$ cat src/rtl/uart_fifo.sv
// UART with DEPTH-entry RX and TX FIFOs, programmable 5-8 data bits, parity and stop bits.
// RX and TX share one oversampling baud enable; FSM states are exposed on debug outputs.
module uart_fifo #(
  parameter int DEPTH      = 4,
  parameter int OVERSAMPLE = 16
) (
  input  logic                     clock,
  input  logic                     reset_n,
  input  logic                     baudclk,
  input  logic                     rri,
  output logic                     tro,
  input  logic [1:0]               cls,
  input  logic                     pi,
  input  logic                     epe,
  input  logic                     sbs,
  output logic                     dr,
  input  logic                     drr,
  output logic [7:0]               rbr,
  output logic                     pe,
  output logic                     fe,
  output logic                     oe,
  output logic [$clog2(DEPTH):0]   rxcount,
  output logic [$clog2(DEPTH):0]   txcount,
  input  logic                     tbrl,
  input  logic [7:0]               tbr,
  output logic                     tbre,
  output logic                     tre,
  output logic [2:0]               rx_state_o,
  output logic [2:0]               tx_state_o
);

  localparam int AW = $clog2(DEPTH);
  localparam int CW = AW + 1;
  localparam int TW = $clog2(OVERSAMPLE);
  localparam logic [TW-1:0] TICK_LAST = TW'(OVERSAMPLE - 1);
  localparam logic [TW-1:0] TICK_MID  = TW'(OVERSAMPLE / 2 - 1);
  localparam logic [CW-1:0] FULL      = CW'(DEPTH);

  typedef enum logic [2:0] {
    RX_IDLE, RX_START, RX_DATA, RX_PARITY, RX_STOP, RX_RESYNC
  } rx_state_t;

  typedef enum logic [2:0] {
    TX_IDLE, TX_START, TX_DATA, TX_PARITY, TX_STOP
  } tx_state_t;

  // Valid/ready: drr pops only when dr=1; tbrl pushes only when tbre=1.
  // Both are one-clock strobes; a strobe without its ready is dropped.

  rx_state_t       rx_state_q, rx_state_d;
  logic [TW-1:0]   rx_tick_q, rx_tick_d;
  logic [2:0]      rx_bit_q, rx_bit_d;
  logic [7:0]      rx_data_q, rx_data_d;
  logic            rx_par_q, rx_par_d;
  logic [1:0]      rx_cls_q, rx_cls_d;
  logic            rx_pi_q, rx_pi_d;
  logic            rx_epe_q, rx_epe_d;
  logic            rx_push, rx_fe_new, rx_pe_new;

  tx_state_t       tx_state_q, tx_state_d;
  logic [TW-1:0]   tx_tick_q, tx_tick_d;
  logic [2:0]      tx_bit_q, tx_bit_d;
  logic [7:0]      tx_sh_q, tx_sh_d;
  logic            tx_par_q, tx_par_d;
  logic [1:0]      tx_cls_q, tx_cls_d;
  logic            tx_pi_q, tx_pi_d;
  logic            tx_sbs_q, tx_sbs_d;
  logic            tro_q, tro_d;
  logic            tx_pop;
  logic [7:0]      tx_data_m;

  logic [9:0]      rx_mem [DEPTH];
  logic [AW-1:0]   rx_wp_q, rx_rp_q;
  logic [CW-1:0]   rx_count_q;
  logic            oe_q, oe_d;
  logic            rx_pop, rx_full, rx_wr;

  logic [7:0]      tx_mem [DEPTH];
  logic [AW-1:0]   tx_wp_q, tx_rp_q;
  logic [CW-1:0]   tx_count_q;
  logic            tx_push;

  // Receiver
  always_comb begin
    rx_state_d = rx_state_q;
    rx_tick_d  = rx_tick_q;
    rx_bit_d   = rx_bit_q;
    rx_data_d  = rx_data_q;
    rx_par_d   = rx_par_q;
    rx_cls_d   = rx_cls_q;
    rx_pi_d    = rx_pi_q;
    rx_epe_d   = rx_epe_q;
    rx_push    = 1'b0;
    rx_fe_new  = 1'b0;
    rx_pe_new  = rx_pi_q ? 1'b0 : (rx_par_q != !rx_epe_q);
    case (rx_state_q)
      RX_IDLE: begin
        if (!rri) begin
          rx_state_d = RX_START;
          rx_tick_d  = '0;
          rx_bit_d   = '0;
          rx_data_d  = '0;
          rx_par_d   = 1'b0;
          rx_cls_d   = cls;
          rx_pi_d    = pi;
          rx_epe_d   = epe;
        end
      end
      RX_START: begin
        if (baudclk) begin
          if (rx_tick_q == TICK_MID) begin
            rx_tick_d  = '0;
            rx_state_d = rri ? RX_IDLE : RX_DATA;
          end else begin
            rx_tick_d = rx_tick_q + TW'(1);
          end
        end
      end
      RX_DATA: begin
        if (baudclk) begin
          if (rx_tick_q == TICK_LAST) begin
            rx_tick_d           = '0;
            rx_data_d[rx_bit_q] = rri;
            rx_par_d            = rx_par_q ^ rri;
            if (rx_bit_q == (3'd4 + {1'b0, rx_cls_q})) begin
              rx_bit_d   = '0;
              rx_state_d = rx_pi_q ? RX_STOP : RX_PARITY;
            end else begin
              rx_bit_d = rx_bit_q + 3'd1;
            end
          end else begin
            rx_tick_d = rx_tick_q + TW'(1);
          end
        end
      end
      RX_PARITY: begin
        if (baudclk) begin
          if (rx_tick_q == TICK_LAST) begin
            rx_tick_d  = '0;
            rx_par_d   = rx_par_q ^ rri;
            rx_state_d = RX_STOP;
          end else begin
            rx_tick_d = rx_tick_q + TW'(1);
          end
        end
      end
      RX_STOP: begin
        if (baudclk) begin
          if (rx_tick_q == TICK_LAST) begin
            rx_tick_d  = '0;
            rx_push    = 1'b1;
            rx_fe_new  = !rri;
            rx_state_d = rri ? RX_IDLE : RX_RESYNC;
          end else begin
            rx_tick_d = rx_tick_q + TW'(1);
          end
        end
      end
      RX_RESYNC: begin
        if (rri) rx_state_d = RX_IDLE;
      end
      default: rx_state_d = RX_IDLE;
    endcase
  end

  // Transmitter; tro_d is chosen on each transition so tro stays registered.
  assign tx_data_m = tx_mem[tx_rp_q] & (8'hFF >> (2'd3 - cls));

  always_comb begin
    tx_state_d = tx_state_q;
    tx_tick_d  = tx_tick_q;
    tx_bit_d   = tx_bit_q;
    tx_sh_d    = tx_sh_q;
    tx_par_d   = tx_par_q;
    tx_cls_d   = tx_cls_q;
    tx_pi_d    = tx_pi_q;
    tx_sbs_d   = tx_sbs_q;
    tro_d      = tro_q;
    tx_pop     = 1'b0;
    case (tx_state_q)
      TX_IDLE: begin
        tro_d = 1'b1;
        if (tx_count_q != '0) begin
          tx_pop     = 1'b1;
          tx_sh_d    = tx_data_m;
          tx_par_d   = (^tx_data_m) ^ !epe;
          tx_cls_d   = cls;
          tx_pi_d    = pi;
          tx_sbs_d   = sbs;
          tx_tick_d  = '0;
          tx_bit_d   = '0;
          tx_state_d = TX_START;
          tro_d      = 1'b0;
        end
      end
      TX_START: begin
        if (baudclk) begin
          if (tx_tick_q == TICK_LAST) begin
            tx_tick_d  = '0;
            tx_state_d = TX_DATA;
            tro_d      = tx_sh_q[0];
          end else begin
            tx_tick_d = tx_tick_q + TW'(1);
          end
        end
      end
      TX_DATA: begin
        if (baudclk) begin
          if (tx_tick_q == TICK_LAST) begin
            tx_tick_d = '0;
            if (tx_bit_q == (3'd4 + {1'b0, tx_cls_q})) begin
              tx_bit_d   = '0;
              tx_state_d = tx_pi_q ? TX_STOP : TX_PARITY;
              tro_d      = tx_pi_q ? 1'b1 : tx_par_q;
            end else begin
              tx_bit_d = tx_bit_q + 3'd1;
              tx_sh_d  = {1'b0, tx_sh_q[7:1]};
              tro_d    = tx_sh_q[1];
            end
          end else begin
            tx_tick_d = tx_tick_q + TW'(1);
          end
        end
      end
      TX_PARITY: begin
        if (baudclk) begin
          if (tx_tick_q == TICK_LAST) begin
            tx_tick_d  = '0;
            tx_bit_d   = '0;
            tx_state_d = TX_STOP;
            tro_d      = 1'b1;
          end else begin
            tx_tick_d = tx_tick_q + TW'(1);
          end
        end
      end
      TX_STOP: begin
        tro_d = 1'b1;
        if (baudclk) begin
          if (tx_tick_q == TICK_LAST) begin
            tx_tick_d = '0;
            if (tx_bit_q == {2'b00, tx_sbs_q}) tx_state_d = TX_IDLE;
            else tx_bit_d = tx_bit_q + 3'd1;
          end else begin
            tx_tick_d = tx_tick_q + TW'(1);
          end
        end
      end
      default: tx_state_d = TX_IDLE;
    endcase
  end

  // A full RX FIFO still accepts an entry when the head pops in the same clock.
  assign rx_pop  = drr && (rx_count_q != '0);
  assign rx_full = (rx_count_q == FULL);
  assign rx_wr   = rx_push && (!rx_full || rx_pop);
  assign tx_push = tbrl && (tx_count_q != FULL);

  always_comb begin
    oe_d = oe_q;
    if (rx_pop && !(rx_push && rx_full)) oe_d = 1'b0;
    if (rx_push && rx_full && !rx_pop)   oe_d = 1'b1;
  end

  always_ff @(posedge clock) begin
    if (rx_wr)   rx_mem[rx_wp_q] <= {rx_data_d, rx_pe_new, rx_fe_new};
    if (tx_push) tx_mem[tx_wp_q] <= tbr;
  end

  always_ff @(posedge clock or negedge reset_n) begin
    if (!reset_n) begin
      rx_state_q <= RX_IDLE;
      rx_tick_q  <= '0;
      rx_bit_q   <= '0;
      rx_data_q  <= '0;
      rx_par_q   <= 1'b0;
      rx_cls_q   <= '0;
      rx_pi_q    <= 1'b0;
      rx_epe_q   <= 1'b0;
      tx_state_q <= TX_IDLE;
      tx_tick_q  <= '0;
      tx_bit_q   <= '0;
      tx_sh_q    <= '0;
      tx_par_q   <= 1'b0;
      tx_cls_q   <= '0;
      tx_pi_q    <= 1'b0;
      tx_sbs_q   <= 1'b0;
      tro_q      <= 1'b1;
      rx_wp_q    <= '0;
      rx_rp_q    <= '0;
      rx_count_q <= '0;
      oe_q       <= 1'b0;
      tx_wp_q    <= '0;
      tx_rp_q    <= '0;
      tx_count_q <= '0;
    end else begin
      rx_state_q <= rx_state_d;
      rx_tick_q  <= rx_tick_d;
      rx_bit_q   <= rx_bit_d;
      rx_data_q  <= rx_data_d;
      rx_par_q   <= rx_par_d;
      rx_cls_q   <= rx_cls_d;
      rx_pi_q    <= rx_pi_d;
      rx_epe_q   <= rx_epe_d;
      tx_state_q <= tx_state_d;
      tx_tick_q  <= tx_tick_d;
      tx_bit_q   <= tx_bit_d;
      tx_sh_q    <= tx_sh_d;
      tx_par_q   <= tx_par_d;
      tx_cls_q   <= tx_cls_d;
      tx_pi_q    <= tx_pi_d;
      tx_sbs_q   <= tx_sbs_d;
      tro_q      <= tro_d;
      oe_q       <= oe_d;
      if (rx_wr)   rx_wp_q <= rx_wp_q + AW'(1);
      if (rx_pop)  rx_rp_q <= rx_rp_q + AW'(1);
      rx_count_q <= rx_count_q + CW'(rx_wr) - CW'(rx_pop);
      if (tx_push) tx_wp_q <= tx_wp_q + AW'(1);
      if (tx_pop)  tx_rp_q <= tx_rp_q + AW'(1);
      tx_count_q <= tx_count_q + CW'(tx_push) - CW'(tx_pop);
    end
  end

  assign tro        = tro_q;
  assign dr         = (rx_count_q != '0);
  assign {rbr, pe, fe} = dr ? rx_mem[rx_rp_q] : 10'd0;
  assign oe         = oe_q;
  assign rxcount    = rx_count_q;
  assign txcount    = tx_count_q;
  assign tbre       = (tx_count_q != FULL);
  assign tre        = (tx_state_q == TX_IDLE) && (tx_count_q == '0);
  assign rx_state_o = rx_state_q;
  assign tx_state_o = tx_state_q;

endmodule

$ cat config.mk
export PLATFORM = sky130hd
export DESIGN_NAME = uart_fifo
export DESIGN_NICKNAME = d
export VERILOG_FILES = /design/src/rtl/uart_fifo.sv
export SDC_FILE = /design/constraint.sdc
export NUM_CORES = 1
export LEC_CHECK = 0
export CAP_MARGIN = 20
export CORE_UTILIZATION = 45
export CTS_CLUSTER_SIZE = 10
export DETAILED_ROUTE_END_ITERATION = 8
export SYNTH_ARGS = -nofsm -noshare
export SYNTH_HDL_FRONTEND = slang
export SYNTH_SLANG_ARGS = --single-unit
$ cat constraint.sdc
create_clock -name clock -period 3.3 [get_ports clock]
set_input_delay 0.66 -clock clock [delete_from_list [all_inputs] [get_ports clock]]
set_output_delay 0.66 -clock clock [all_outputs]
set_load 0.02 [all_outputs]
== Yosys cells after proc, flatten, opt, wreduce, memory -nomap -nowiden ==
Memory sizes are Yosys's and may differ from the RTL's.
Cells that the tools add are included.

* Register bits: 62
* Memory bits (read-only): 0
* Bits in latches: 0
* Bits of input ports: 19
* Memories kept: 2
* Bits in writable memories: 72

* Bitwise logic cells: 4
* Reduce and logical (&&, ||, !) cells: 43
* Shift operators: 1
* Div/mod/pow operators: 0
* Multiply operators: 0
* Muxes and demuxes: 95
* Eq/ne operators: 46
* Magnitude comparators: 2
* $add $sub $neg: 15

{| class="wikitable"
|+ Memories
! memory !! words !! width !! rd ports !! clocked after memory_dff !! wr ports !! RTL line !! text
|-
| rx_mem || 4 || 10 || 1 || 0 || 1 || 72 || <nowiki>logic [9:0] rx_mem [DEPTH];</nowiki>
|-
| tx_mem || 4 || 8 || 1 || 0 || 1 || 78 || <nowiki>logic [7:0] tx_mem [DEPTH];</nowiki>
|}

{| class="wikitable"
|+ Operators by type and width
! operator !! count
|-
| 3-bit two-way mux || 38
|-
| 8-bit two-way mux || 7
|-
| 2-bit inequality test, second input constant || 24
|-
| 4-bit two-way mux || 8
|-
| 8-bit case mux with 2 select lines || 2
|-
| 1-bit two-way mux || 28
|-
| 11-bit AND reduction || 2
|-
| 3-bit case mux with 6 select lines || 1
|-
| 3-bit case mux with 5 select lines || 1
|-
| 3-bit by 2-bit equality test with 1-bit output, second input constant || 4
|-
| 3-bit equality test, second input constant || 4
|-
| 3-bit case mux with 4 select lines || 1
|-
| 4-bit case mux with 3 select lines || 1
|-
| 4-bit AND reduction || 3
|-
| 10-bit two-way mux || 1
|-
| 2-bit nonzero test || 5
|-
| 3-bit zero test || 3
|-
| 9-bit AND reduction || 1
|-
| 3-bit nonzero test || 3
|-
| 2-bit by 1-bit adder with 2-bit output, second input constant || 4
|-
| 4-bit by 1-bit adder with 4-bit output, second input constant || 2
|-
| 8-bit AND || 1
|-
| 8-bit bitwise mux || 1
|-
| 4-bit equality test, second input constant || 2
|-
| 36 further kinds || 59
|}

== Longest topological paths before layout ==
Gate-level depths: netlist (run 1).

* Word-level depth: 9
* Mapped depth: 12
* Mapped depth without buffers: 11

== Worst setup path after synthesis (run 1) ==
Ideal clock, no wire load.

* Path type: input to register
* Start point: in baudclk
* End point: reg rx_count_q[2], in the netlist rxcount[2]
* Slack: 0.525 ns
* Stages on the path: 11
* Arrival time: 2.645 ns
* Path through: and4_1 -> clkbuf_1 -> nand3_1 -> nor2_1 -> inv_1 -> ha_1 -> inv_1 -> ha_1 -> fa_1 -> xor2_1 -> xnor2_1

* Longest elaborated chain between the ends: 5

{| class="wikitable"
|+ Ends and longest elaborated chain
! what !! RTL line !! text
|-
| start, declared || 9 || <nowiki>input logic baudclk,</nowiki>
|-
| 1-bit two-way mux || 148 || <nowiki>if (baudclk) begin</nowiki>
|-
| 1-bit two-way mux || 96 || <nowiki>case (rx_state_q)</nowiki>
|-
| 1-bit logical AND || 256 || <nowiki>assign rx_wr = rx_push && (!rx_full || rx_pop);</nowiki>
|-
| 3-bit by 1-bit adder with 3-bit output || 317 || <nowiki>rx_count_q <= rx_count_q + CW'(rx_wr) - CW'(rx_pop);</nowiki>
|-
| 3-bit by 1-bit subtractor with 3-bit output || 317 ||
|-
| end signal, assigned || 317 ||
|-
| end, declared || 74 || <nowiki>logic [CW-1:0] rx_count_q;</nowiki>
|}

Every way passes these cells.
A chain may end at the register's enable or synchronous reset.

== Final worst setup path (run 1) ==
* Start point: reg rx_rp_q[0]
* End point: out rbr[4]

* Longest elaborated chain between the ends: 2

{| class="wikitable"
|+ Ends and longest elaborated chain
! what !! RTL line !! text
|-
| start, declared || 73 || <nowiki>logic [AW-1:0] rx_wp_q, rx_rp_q;</nowiki>
|-
| start signal, assigned || 316 || <nowiki>if (rx_pop) rx_rp_q <= rx_rp_q + AW'(1);</nowiki>
|-
| memory 4 x 10 bit || -- ||
|-
| 10-bit two-way mux || 326 || <nowiki>assign {rbr, pe, fe} = dr ? rx_mem[rx_rp_q] : 10'd0;</nowiki>
|-
| end, declared || 18 || <nowiki>output logic [7:0] rbr,</nowiki>
|}

Every way passes these cells.

==> results.toml, run 1 <==
[cells_and_area]
drive_gt1_frac = 0.132
area_delta_synth_final_pct = 20.8
final_cell_mix = "edfxtp_1, dfrtp_1, clkdlybuf4s50_1"
finalInstanceArea_mm2 = 0.00763
multi_input_area_mm2 = 0.00240
nNetsFinal = 594
n_fill_cell = 1127
instances_no_fill = 744
insertedDiodeCount = 0
ff_latch_area_mm2 = 0.00371
layout_commonest_cell = "edfxtp_1"

[placement]
post-place-ws_ns = 0.131
dpl_cell_area_mm2 = 0.00701
dp.cells = 713
port_buffers = 45
place_congestion = 0.851
place_hpwl_um = 8250

[sta]
rsz0062_at_grt = "false"
setup_violations = 0
post-route-period-util = 0.902
timing.final.ws_setup_ns = 0.324
min_period_ns = 2.98
fmax_mhz = 336
worst_pin_slew_ns = 0.964
finalSetupTns_ns = 0
relSlewSlack = 0.358
finalClockSkew_ns = 0.00761
drv_slew = 0
hold_violations = 0

[power_and_ir_drop]
power_leakage_nw = 3.00
p_total_mw = 6.53
powerDensity_mw_per_mm2 = 856
irDropWorstVdd_mv = 0.461

[clock_tree]
clk_pin_slew_ns = 0.06
root_buffer = "clkbuf_16"
cts_tree = "done"
cts_buffers = 17
clockBufferDepth = 2
post_cts_buffers = 0
cts.sinks = 134
cts_resized = 0
cts_hold_buf = 0
cts_htree_levels = 4
clkLatencyLatePin_ns = 0.42

[synthesis]
synthCells = 501
synth_cell_types = 56
synth_warnings = 0
async_flop_share = 0.463
synth_nets = 539
synth.cell_area_mm2 = 0.00632
synth_edf_count = 72
syn_area_per_cell_um2 = 12.6
ys_seq_area_frac = 0.588
ys_seq_elements = 134
ys.flop_type = "edfxtp_1"

[worst_setup_path]
r2r_end = "rxcount[2]"
rr_worst_depth = 11
crit_path_end_kind = "primary output"
cp.arrival_ns = 2.32
r2r_setup_slack_ns = 0.61
cp.required_ns = 2.64
critical-path-max-stage-delay_ns = 0.54
cp-start-kind = "register"
crit_type = "register to primary output"
worstSetupStartpoint = "rx_rp_q[0]"
crit_path_top_delay_cell = "clkdlybuf4s50_1"
worstPathMaxFanout = 8
r2r-start = "rx_tick_q[0]"
crit_end = "rbr[4]"
path_cells = "buf_12 -> mux4_2 -> and2_1 -> clkdlybuf4s50_1"

[routing]
wl_um = 12400
antenna_left = 0
wl_per_cell_um = 16.6
firstDrtPassIters = 5
via_per_inst = 5.47
via_count = 4066
drc = 0
drt_iter0_markers = 247

[die]
coreArea_mm2 = 0.0135
rows = 42
die_width_um = 120
io_pins = 46
start_util = 0.470
dieArea_mm2 = 0.0145
fp.dieH_um = 120

[grt]
grt_max_degree = 33
antenna_found_initial = 0
grt-ovfl-total = 0
grt_pass1_wl_um = 20700
grt_usage = 0.188
grt_pass1_vias = 4100

[hold_path]
hold_class = "input port to async pin"

[run]
drv_cap = 0

[outcome]
status = "finished clean"
## report_power, final
part | leakage, nW | switching [mW] | internal, mW
registers | 1.45 | 0.354 | 2.13
clock network | 0.293 | 0.665 | 1.32
logic | 1.25 | 1.04 | 1.02
## synthesized netlist by cell type (all sizes together) (3+ instances only)
cell     n  area share
nand2b   3      0.0030
inv     22       0.013
a21oi   18       0.014
o21ai   43       0.034
mux4    17       0.062
edfxtp  72        0.34
a22o     4      0.0055
nor2b    3      0.0030
o21a     3      0.0036
nand4    4      0.0040
a31oi    7      0.0069
or3      4      0.0040
nand2   37       0.022
ha      17       0.034
clkbuf  19       0.013
dfrtp   61        0.24
xnor2   20       0.028
xor2     6      0.0083
mux2    12       0.021
buf      6      0.0057
nor2    31       0.018
mux2i   10       0.016
and3     4      0.0040
o22ai    4      0.0040
and2    17       0.017
nand3    9      0.0071
o31ai    4      0.0048
nor3    12       0.011
## state kept, by name, summed over array words and instances, names as in the netlist, 3 cells and up
name / cells
txcount: 3
rx_tick_q: 4
rx_bit_q: 3
tx_state_o: 3
tx_sh_q: 8
rx_data_q: 8
rxcount: 3
tx_mem: 32
rx_state_o: 3
tx_tick_q: 4
tx_bit_q: 3
rx_mem: 40
## stage by stage
step                      hold WS [ns]  utilization
after floorplan                  0.364            -
after global placement           0.465        0.521
after detailed placement         0.469        0.521
after CTS                        0.354        0.567
after global routing             0.391        0.567
final                            0.331        0.567
## cell families (layout without fill, tap and decap cells)
logic type | count (synthesis) | in the layout | synth area share
AND/OR/NAND/NOR | 135 | 135 | 0.108
AO/OA/AOI/OAI | 101 | 101 | 0.0969
XOR/XNOR | 26 | 26 | 0.0360
multiplexers | 39 | 39 | 0.0996
buffers and inverters | 47 | 114 | 0.0317
flip-flops | 134 | 134 | 0.588
adder cells (fa/ha/maj) | 19 | 19 | 0.0400
## cell type report
cell class	count	share of cell area
Clock buffer	20	0.0572
Clock inverter	11	0.0238
Inverter	22	0.0108
Multi-Input combinational cell	320	0.315
Sequential cell	134	0.487
Tap cell	176	0.0289
Timing Repair Buffer	61	0.0774
## layer usage
layer / part of all wire / global-route usage
met3: 0.034 / 0.0500
met5: 0 / 0
met4: 0.018 / 0.0687
met1: 0.45 / 0.244
met2: 0.50 / 0.302
## worst min path at each step
stage | from | to | slack, ns | cells after the start
CTS | reset_n | tx_bit_q[2] | 0.35 | 1
floorplan | reset_n | oe | 0.36 | 0
detailed placement | tx_sh_q[2] | tx_sh_q[2] | 0.47 | 2
global placement | tx_sh_q[2] | tx_sh_q[2] | 0.46 | 2
global route | reset_n | tx_bit_q[2] | 0.39 | 1
finish | reset_n | rx_tick_q[0] | 0.33 | 1
## worst max-delay path, delay by kind of cell, from the launching register on
| kind | cells | cell delay [ns] |
|---|---|---|
| mux | 1 | 0.50 |
| simple gates | 1 | 0.17 |
| flops | 1 | 0.51 |
| buf+inv | 2 | 0.73 |
(Power assumes the default switching activity.)
==> run 2, diff against run 1 <==
--- a/config.mk
+++ b/config.mk
@@ -9,6 +9,8 @@
 export CORE_UTILIZATION = 45
 export CTS_CLUSTER_SIZE = 10
 export DETAILED_ROUTE_END_ITERATION = 8
+export GPL_TIMING_DRIVEN = 0
+export SLEW_MARGIN = 10
 export SYNTH_ARGS = -nofsm -noshare
 export SYNTH_HDL_FRONTEND = slang
 export SYNTH_SLANG_ARGS = --single-unit
==> run 2 against run 1 <==
  * Flip-flop and latch count unchanged
  * Die area unchanged
  * Sequential share of layout area increased by 0.40 points
  * Combinational power increased by 6%
  * Sequential power decreased by 5%
  * Power decreased by 3.8%
  * First-iteration DRC count decreased by 7.3%
  * Non-clock buffer count increased by 9
  * Count of clock-buffer cells in the layout decreased by 2
  * Critical path type unchanged
==> results.toml, run 2 (synthesis results as in run 1) <==
[grt]
grt_pass1_vias = 4144
grt_max_degree = 53
antenna_found_initial = 0
grt_pass1_wl_um = 20500
grt_usage = 0.188
grt-ovfl-total = 0

[clock_tree]
clkLatencyLatePin_ns = 0.42
cts_htree_levels = 4
cts_tree = "done"
cts_buffers = 17
post_cts_buffers = 0
clk_pin_slew_ns = 0.06
cts_hold_buf = 0
root_buffer = "clkbuf_16"
cts.sinks = 134
clockBufferDepth = 2
cts_resized = 2

[routing]
drc = 0
drt_iter0_markers = 229
via_per_inst = 5.46
antenna_left = 0
via_count = 4120
wl_um = 12400
wl_per_cell_um = 16.4
firstDrtPassIters = 4

[worst_setup_path]
critical-path-max-stage-delay_ns = 0.64
cp.required_ns = 2.64
cp.arrival_ns = 2.55
crit_path_end_kind = "primary output"
path_cells = "buf_2 -> or2_2 -> clkbuf_1 -> clkbuf_1 -> nor3_1 -> clkdlybuf4s50_1"
crit_path_frequent_cell = "clkbuf_1"
crit_path_top_delay_cell = "clkdlybuf4s50_1"
cp-start-kind = "register"
crit_type = "register to primary output"
worstPathMaxFanout = 10

[cells_and_area]
instances_no_fill = 754
insertedDiodeCount = 0
regMostFlops = "rx_mem"
largest_reg_flops = 40
final_util = 0.562
finalInstanceArea_mm2 = 0.00757
area_delta_synth_final_pct = 19.8
nNetsFinal = 603
top_regs = "rx_mem: 40 flops, tx_mem: 32 flops"
layout_commonest_cell = "edfxtp_1"
final_cell_mix = "edfxtp_1, dfrtp_1, clkdlybuf4s50_1"
drive_gt1_frac = 0.128

[placement]
post-place-ws_ns = -0.556
dpl_cell_area_mm2 = 0.00700
dp.cells = 722
place_congestion = 0.884
port_buffers = 44
place_hpwl_um = 8400

[die]
io_pins = 46
start_util = 0.470
dieArea_mm2 = 0.0145
coreArea_mm2 = 0.0135
die_width_um = 120
rows = 42
fp.dieH_um = 120

[hold_path]
hold_class = "input port to async pin"

[sta]
finalClockSkew_ns = 0.00489
setup_violations = 0
post-route-period-util = 0.974
whs_ns = 0.0808
worst_pin_slew_ns = 0.941
rsz0062_at_grt = "true"
relSlewSlack = 0.368
min_period_ns = 3.21
hold_violations = 0
drv_slew = 0
timing.final.ws_setup_ns = 0.0865
fmax_mhz = 311

[outcome]
status = "finished clean"

[run]
drv_cap = 0

[power_and_ir_drop]
powerDensity_mw_per_mm2 = 831
irDropWorstVdd_mv = 0.496
power_leakage_nw = 2.95
run 2: final timing paths:
path	from	to	slack, ns	depth (start not counted)
max	tx_state_o[0]	tre	0.09	6
min	reset_n	rx_tick_q[0]	0.08	1
max reg2reg	rx_tick_q[0]	rxcount[2]	0.26	12
min reg2reg	tx_sh_q[7]	tx_sh_q[7]	0.48	2
max in group asynchronous	reset_n	tro	2.68	2
min in group clock	tx_sh_q[7]	tx_sh_q[7]	0.48	2
run 2: per-layer routing:
metal  up-vias  track usage  part of all wire
met5         -            0                 0
met4         0       0.0864             0.020
li1       1967            -                 -
met1      2051        0.231              0.45
met2        81        0.311              0.50
met3        21       0.0467             0.032
run 2: critical path, delay by kind of cell, from the launching register on:
kind,cells,cell delay (ns)
AND/OR/NAND/NOR,2,0.50
buffers and inverters,4,1.27
flip-flops,1,0.37
run 2: layout make-up:
| class | instances | area [um2] |
|---|---|---|
| Fill cell | 1139 | 5890 |
| Sequential cell | 134 | 3710 |
| Multi-Input combinational cell | 320 | 2410 |
| Timing Repair Buffer | 45 | 465 |
| Clock buffer | 18 | 439 |
| Tap cell | 176 | 220 |
| Buffer | 25 | 119 |
| Clock inverter | 14 | 110 |
| Inverter | 22 | 82.6 |
run 2: stage by stage:
| stage | TNS (ns) | total power [mW] |
|---|---|---|
| 3_5_place_dp | -5.04 | 4.59 |
| 5_1_grt | -0.0469 | 6.67 |
| 4_1_cts | 0 | 6.36 |
| 3_3_place_gp | -41.91 | 4.52 |
| 6_report | 0 | 6.28 |
| 2_1_floorplan | 0 | 3.93 |
run 2: power breakdown:
part           total, mW  leakage, nW  switching (mW)  internal, mW
Sequential          2.36         1.45           0.227          2.13
Combinational       2.18         1.23            1.16          1.02
Clock               1.74        0.264           0.698          1.04
